--- src/rtl/alu_a_operand_stage_pkg.sv ---
// Shared opcode and reset constants for the ALU operand-A decode/execute stage.
// Also provides the "does this instruction read rs1" predicate used by the stall-refresh path.
package alu_a_operand_stage_pkg;

  localparam logic [6:0] OPC_LUI    = 7'b0110111;
  localparam logic [6:0] OPC_AUIPC  = 7'b0010111;
  localparam logic [6:0] OPC_JAL    = 7'b1101111;
  localparam logic [6:0] OPC_BRANCH = 7'b1100011;

  localparam logic [31:0] DEF_NOP_INST = 32'h0000_0013;
  localparam logic [31:0] DEF_RESET_PC = 32'h0000_2000;

  typedef enum logic [1:0] {
    UPD_RESET,
    UPD_FLUSH,
    UPD_STALL,
    UPD_LOAD
  } upd_e;

  // LUI/AUIPC/JAL carry immediate bits in the rs1 field, so they never read a register.
  function automatic logic reads_rs1(input logic [6:0] opc, input logic [4:0] rs1);
    return (rs1 != 5'd0) && (opc != OPC_LUI) && (opc != OPC_AUIPC) && (opc != OPC_JAL);
  endfunction

endpackage

--- src/rtl/alu_a_operand_stage_rs1_fwd_resolve.sv ---
// Combinational rs1 resolver: x0 reads as zero, then the nearer forwarding source,
// then the farther one, then the fallback value supplied by the caller.
module rs1_fwd_resolve (
  input  logic [4:0]  i_rs1_idx,
  input  logic [31:0] i_fallback,
  input  logic        i_fwd0_we,
  input  logic [4:0]  i_fwd0_rd,
  input  logic [31:0] i_fwd0_data,
  input  logic        i_fwd1_we,
  input  logic [4:0]  i_fwd1_rd,
  input  logic [31:0] i_fwd1_data,
  output logic [31:0] o_value,
  output logic        o_hit
);

  logic w_hit0;
  logic w_hit1;

  // A source with rd==0 can never match because idx==0 is filtered first.
  assign w_hit0 = i_fwd0_we && (i_fwd0_rd == i_rs1_idx);
  assign w_hit1 = i_fwd1_we && (i_fwd1_rd == i_rs1_idx);

  always_comb begin
    o_value = i_fallback;
    o_hit   = 1'b0;
    if (i_rs1_idx == 5'd0) begin
      o_value = 32'd0;
    end else if (w_hit0) begin
      o_value = i_fwd0_data;
      o_hit   = 1'b1;
    end else if (w_hit1) begin
      o_value = i_fwd1_data;
      o_hit   = 1'b1;
    end
  end

endmodule

--- src/rtl/alu_a_operand_stage.sv ---
// Decode-to-execute register for ALU operand A with rs1 forwarding, stall, flush,
// and refresh of a stalled instruction's rs1 while later stages keep retiring.
module alu_a_operand_stage
  import alu_a_operand_stage_pkg::*;
#(
  parameter logic [31:0] RESET_PC = DEF_RESET_PC,
  parameter logic [31:0] NOP_INST = DEF_NOP_INST
) (
  input  logic        clk,
  input  logic        rst,
  input  logic        id_valid,
  input  logic [31:0] id_inst,
  input  logic [31:0] id_pc,
  input  logic [31:0] id_rs1_data,
  input  logic        a_sel,
  input  logic        stall,
  input  logic        flush,
  input  logic        fwd0_we,
  input  logic [4:0]  fwd0_rd,
  input  logic [31:0] fwd0_data,
  input  logic        fwd1_we,
  input  logic [4:0]  fwd1_rd,
  input  logic [31:0] fwd1_data,
  output logic        ex_valid,
  output logic [31:0] ex_inst,
  output logic [31:0] ex_pc,
  output logic [31:0] ex_alu_a,
  output logic [31:0] ex_rs1
);

  logic        r_valid;
  logic [31:0] r_inst;
  logic [31:0] r_pc;
  logic [31:0] r_alu_a;
  logic [31:0] r_rs1;
  logic        r_a_sel;

  logic [31:0] w_id_rs1;
  logic        w_id_hit;
  logic [31:0] w_id_alu_a;
  logic [31:0] w_ex_rs1;
  logic        w_ex_hit;
  logic        w_refresh;
  upd_e        w_upd;

  rs1_fwd_resolve u_id_resolve (
    .i_rs1_idx   (id_inst[19:15]),
    .i_fallback  (id_rs1_data),
    .i_fwd0_we   (fwd0_we),
    .i_fwd0_rd   (fwd0_rd),
    .i_fwd0_data (fwd0_data),
    .i_fwd1_we   (fwd1_we),
    .i_fwd1_rd   (fwd1_rd),
    .i_fwd1_data (fwd1_data),
    .o_value     (w_id_rs1),
    .o_hit       (w_id_hit)
  );

  // Falling back to the held value means "no match" leaves ex_rs1 untouched.
  rs1_fwd_resolve u_ex_resolve (
    .i_rs1_idx   (r_inst[19:15]),
    .i_fallback  (r_rs1),
    .i_fwd0_we   (fwd0_we),
    .i_fwd0_rd   (fwd0_rd),
    .i_fwd0_data (fwd0_data),
    .i_fwd1_we   (fwd1_we),
    .i_fwd1_rd   (fwd1_rd),
    .i_fwd1_data (fwd1_data),
    .o_value     (w_ex_rs1),
    .o_hit       (w_ex_hit)
  );

  assign w_refresh = w_ex_hit && reads_rs1(r_inst[6:0], r_inst[19:15]);

  always_comb begin
    w_id_alu_a = w_id_rs1;
    if (id_inst[6:0] == OPC_LUI) begin
      w_id_alu_a = 32'd0;
    end else if (a_sel) begin
      w_id_alu_a = id_pc;
    end
  end

  always_comb begin
    w_upd = UPD_LOAD;
    if (rst) begin
      w_upd = UPD_RESET;
    end else if (flush) begin
      w_upd = UPD_FLUSH;
    end else if (stall) begin
      w_upd = UPD_STALL;
    end
  end

  always_ff @(posedge clk) begin
    case (w_upd)
      UPD_RESET: begin
        r_valid <= 1'b0;
        r_inst  <= NOP_INST;
        r_pc    <= RESET_PC;
        r_alu_a <= 32'd0;
        r_rs1   <= 32'd0;
        r_a_sel <= 1'b0;
      end
      UPD_FLUSH: begin
        r_valid <= 1'b0;
        r_inst  <= NOP_INST;
        r_alu_a <= 32'd0;
        r_rs1   <= 32'd0;
        r_a_sel <= 1'b0;
      end
      UPD_STALL: begin
        if (w_refresh) begin
          r_rs1 <= w_ex_rs1;
          if (!r_a_sel) begin
            r_alu_a <= w_ex_rs1;
          end
        end
      end
      default: begin
        r_valid <= id_valid;
        r_inst  <= id_inst;
        r_pc    <= id_pc;
        r_alu_a <= w_id_alu_a;
        r_rs1   <= w_id_rs1;
        r_a_sel <= a_sel;
      end
    endcase
  end

  assign ex_valid = r_valid;
  assign ex_inst  = r_inst;
  assign ex_pc    = r_pc;
  assign ex_alu_a = r_alu_a;
  assign ex_rs1   = r_rs1;

endmodule

--- config.mk ---
export PLATFORM = sky130hd
export DESIGN_NAME = alu_a_operand_stage
export DESIGN_NICKNAME = d
export VERILOG_FILES = /design/src/rtl/alu_a_operand_stage_pkg.sv /design/src/rtl/alu_a_operand_stage_rs1_fwd_resolve.sv /design/src/rtl/alu_a_operand_stage.sv
export SDC_FILE = /design/constraint.sdc
export NUM_CORES = 1
export LEC_CHECK = 0
export ABC_AREA = 1
export CORE_MARGIN = 2
export CORE_UTILIZATION = 40
export DETAILED_ROUTE_END_ITERATION = 16
export HOLD_SLACK_MARGIN = 0.03
export PLACE_DENSITY_LB_ADDON = 0.05
export SETUP_SLACK_MARGIN = 0.5
export SYNTH_ARGS = -nofsm -noshare
export SYNTH_HDL_FRONTEND = slang
export SYNTH_SLANG_ARGS = --single-unit
export TNS_END_PERCENT = 30
--- constraint.sdc ---
create_clock -name clk -period 3.9 [get_ports clk]
set_input_delay 0.78 -clock clk [delete_from_list [all_inputs] [get_ports clk]]
set_output_delay 0.78 -clock clk [all_outputs]
set_load 0.01 [all_outputs]
==> impl_metrics.json <==
{
  "grt_pass1_wl_mm": 41.59,
  "synth_edf_count": 130,
  "regArea_sq_um": 3904,
  "io_buffers": 306,
  "syn_nets": 1185,
  "dp_hpwl_mm": 18.84,
  "multi_input_area_sq_um": 3248,
  "worstSetupStartpointType": "primary input",
  "crit_fanout": 34,
  "nNetsFinal": 1473,
  "clk_pin_slew_worst_paths_ps": 70,
  "overflow": 0,
  "synth_area_sq_um": 7657,
  "clock_path_buffers": 2,
  "max_freq_mhz": 371.5,
  "area.growth.synth_to_final_pct": 51.67,
  "cts_resized": 0,
  "rr_endpoint": "ex_alu_a[12]$_DFFE_PP_",
  "cts.sinks": 130,
  "fin_setup_tns_ps": 0,
  "cp.required_ps": 4070,
  "vias": 8010,
  "drcViolationCount": 0,
  "ant_nets": 0,
  "yosysTopAreaCell": "edfxtp_1",
  "relSlewSlack": 0.1908,
  "antenna_found_initial": 1,
  "gp_congestion": 0.8542,
  "core_sq_um": 18770,
  "grt_pass1_vias": 7524,
  "reg2reg_from": "ex_inst[19]$_SDFFCE_PP0N_",
  "async_flop_share": 0,
  "synthTopCellsByArea": "edfxtp_1, nand2_1, nor2_1",
  "synth-warning-count": 0,
  "grt_use_total": 0.2710,
  "initial_core_util": 0.4080,
  "synth_top_area_frac": 0.5098,
  "power_density_nw_per_um2": 377.1,
  "fillers": 1695,
  "grt_max_degree": 65,
  "cts_root_buffer": "clkbuf_16",
  "synthCells": 1004,
  "fin_crit_sh": 0.6902,
  "worst_pin_slew_ps": 1214,
  "cts_setup_buffers": 0,
  "finalHoldViolations": 0,
  "status": "finished, final reports clean",
  "vdd_drop_max_uv": 304.7,
  "rr_worst_depth": 7,
  "arrival_ps": 2860,
  "die_w_um": 142.4,
  "via_per_inst": 5.201,
  "leakagePower_nw": 5.276,
  "slew_violations": 0,
  "hp-start": "ex_rs1[6]$_DFFE_PP_",
  "period_needed_ps": 2692,
  "drt_wl_total_mm": 28.03,
  "cts_tree": "done",
  "die_area_sq_um": 20270,
  "wl_per_cell_um": 18.20,
  "fin_skew_ps": 10.53,
  "drive_above_1_share": 0.06054,
  "worst_hold_path_type": "reg -> reg",
  "ys_ff_latch": 130,
  "final_util": 0.6188,
  "reg2reg_slack_ps": 1290,
  "rsz0062_at_grt": "no",
  "ctsHtreeMaxLevel": 4,
  "yosysSeqAreaShare": 0.5098,
  "first_pass_iters": 6,
  "min_to": "ex_alu_a[6]$_DFFE_PP_",
  "drt_iter0_drc": 620,
  "synth_cell_types": 27,
  "yosysMostFrequentCell": "nand2_1",
  "fp-row-count": 50,
  "syn-mean-instance-area_sq_um": 7.627,
  "die_h_um": 142.4,
  "numCtsBuffers": 17,
  "synth_ff_type": "edfxtp_1",
  "synth_top_cells_by_count": "nand2_1, nor2_1, nand3_1",
  "cp-end-kind": "flip-flop",
  "hold_buffers": 0,
  "whs_path_depth": 4,
  "clkLatencyLatePin_ps": 430,
  "io_pins": 307,
  "worstSetupPathType": "in -> reg",
  "drv_cap": 0,
  "finalSetupViolCount": 0
}
## cell families (layout without fill, tap and decap cells)
group           after synthesis  count (layout)  synth area share
buf+inv                     142             443           0.07745
other cells                   0               1                 0
flops                       130             130            0.5098
compound gates               51              51           0.03660
simple gates                678             678            0.3712
fa+ha+maj                     3               3          0.004902
## layout by cell type, fill, tap and decap left out, drive strengths merged
| master | n |
|---|---|
| a21oi | 36 |
| a31oi | 1 |
| buf | 23 |
| bufinv | 3 |
| clkbuf | 18 |
| clkdlybuf4s50 | 305 |
| clkinv | 12 |
| clkinvlp | 3 |
| diode | 1 |
| edfxtp | 130 |
| ha | 3 |
| inv | 79 |
| nand2 | 294 |
| nand3 | 136 |
| nand4 | 34 |
| nor2 | 208 |
| nor3 | 2 |
| o21ai | 7 |
| o22ai | 5 |
| o31ai | 2 |
| or2 | 4 |
## report_power, final
group / internal [mW] / switching (mW)
registers: 1.70 / 0.0553
logic: 0.494 / 0.490
clock network: 1.00 / 0.640
## layout make-up
cell class                      count  area share
Clock buffer                       18     0.03695
Clock inverter                     14     0.01422
Inverter                           83     0.02683
Antenna cell                        1   0.0002155
Timing Repair Buffer              328      0.2808
Sequential cell                   130      0.3361
Multi-Input combinational cell    732      0.2797
Tap cell                          234     0.02521
## state kept, by name, indices dropped and copies added, names as in the netlist
name      flops
ex_pc        32
r_a_sel       1
ex_alu_a     32
ex_inst      32
ex_valid      1
ex_rs1       32
## through the flow
stage	cells	power, mW	worst slack, ps	hold WS (ps)	cell area (sq um)
4_1_cts	1539	4.396	1215	671.0	11610
2_1_floorplan	1004	2.150	619.7	693.1	7657
3_3_place_gp	1507	2.757	795.7	654.1	11020
6_report	1540	4.380	1208	670.9	11610
5_1_grt	1539	4.539	1034	711.7	11610
3_5_place_dp	1507	2.762	761.7	659.0	11020
## worst max-delay path, cell delays in order
cell and delay [ps]:
clkdlybuf4s50_1 580, inv_2 90, nand2_1 60, o21ai_1 60, nor2_1 170, nand3_4 360
buf_12 320, nor2_1 100, nor2_1 50, nand2_1 90, nand2_1 50, nand2_1 50
nand2_1 50
## per-layer routing
metal | global-route usage | part of all wire | vias to the layer above
li1 | - | - | 3875
met1 | 0.3478 | 0.40 | 3668
met4 | 0.07087 | 0.011 | 0
met5 | 0 | 0 | -
met3 | 0.07301 | 0.10 | 34
met2 | 0.4551 | 0.48 | 433
## worst max-delay path by stage
stage | cells after the start | end | startpoint
detailed placement | 9 | ex_alu_a[0]$_DFFE_PP_ | flush
global placement | 13 | ex_alu_a[19]$_DFFE_PP_ | id_inst[18]
finish | 13 | ex_alu_a[12]$_DFFE_PP_ | id_inst[15]
global route | 13 | ex_alu_a[19]$_DFFE_PP_ | id_inst[19]
floorplan | 7 | ex_alu_a[0]$_DFFE_PP_ | fwd1_rd[3]
CTS | 9 | ex_alu_a[0]$_DFFE_PP_ | flush
Power figures use the tool's default switching activity.
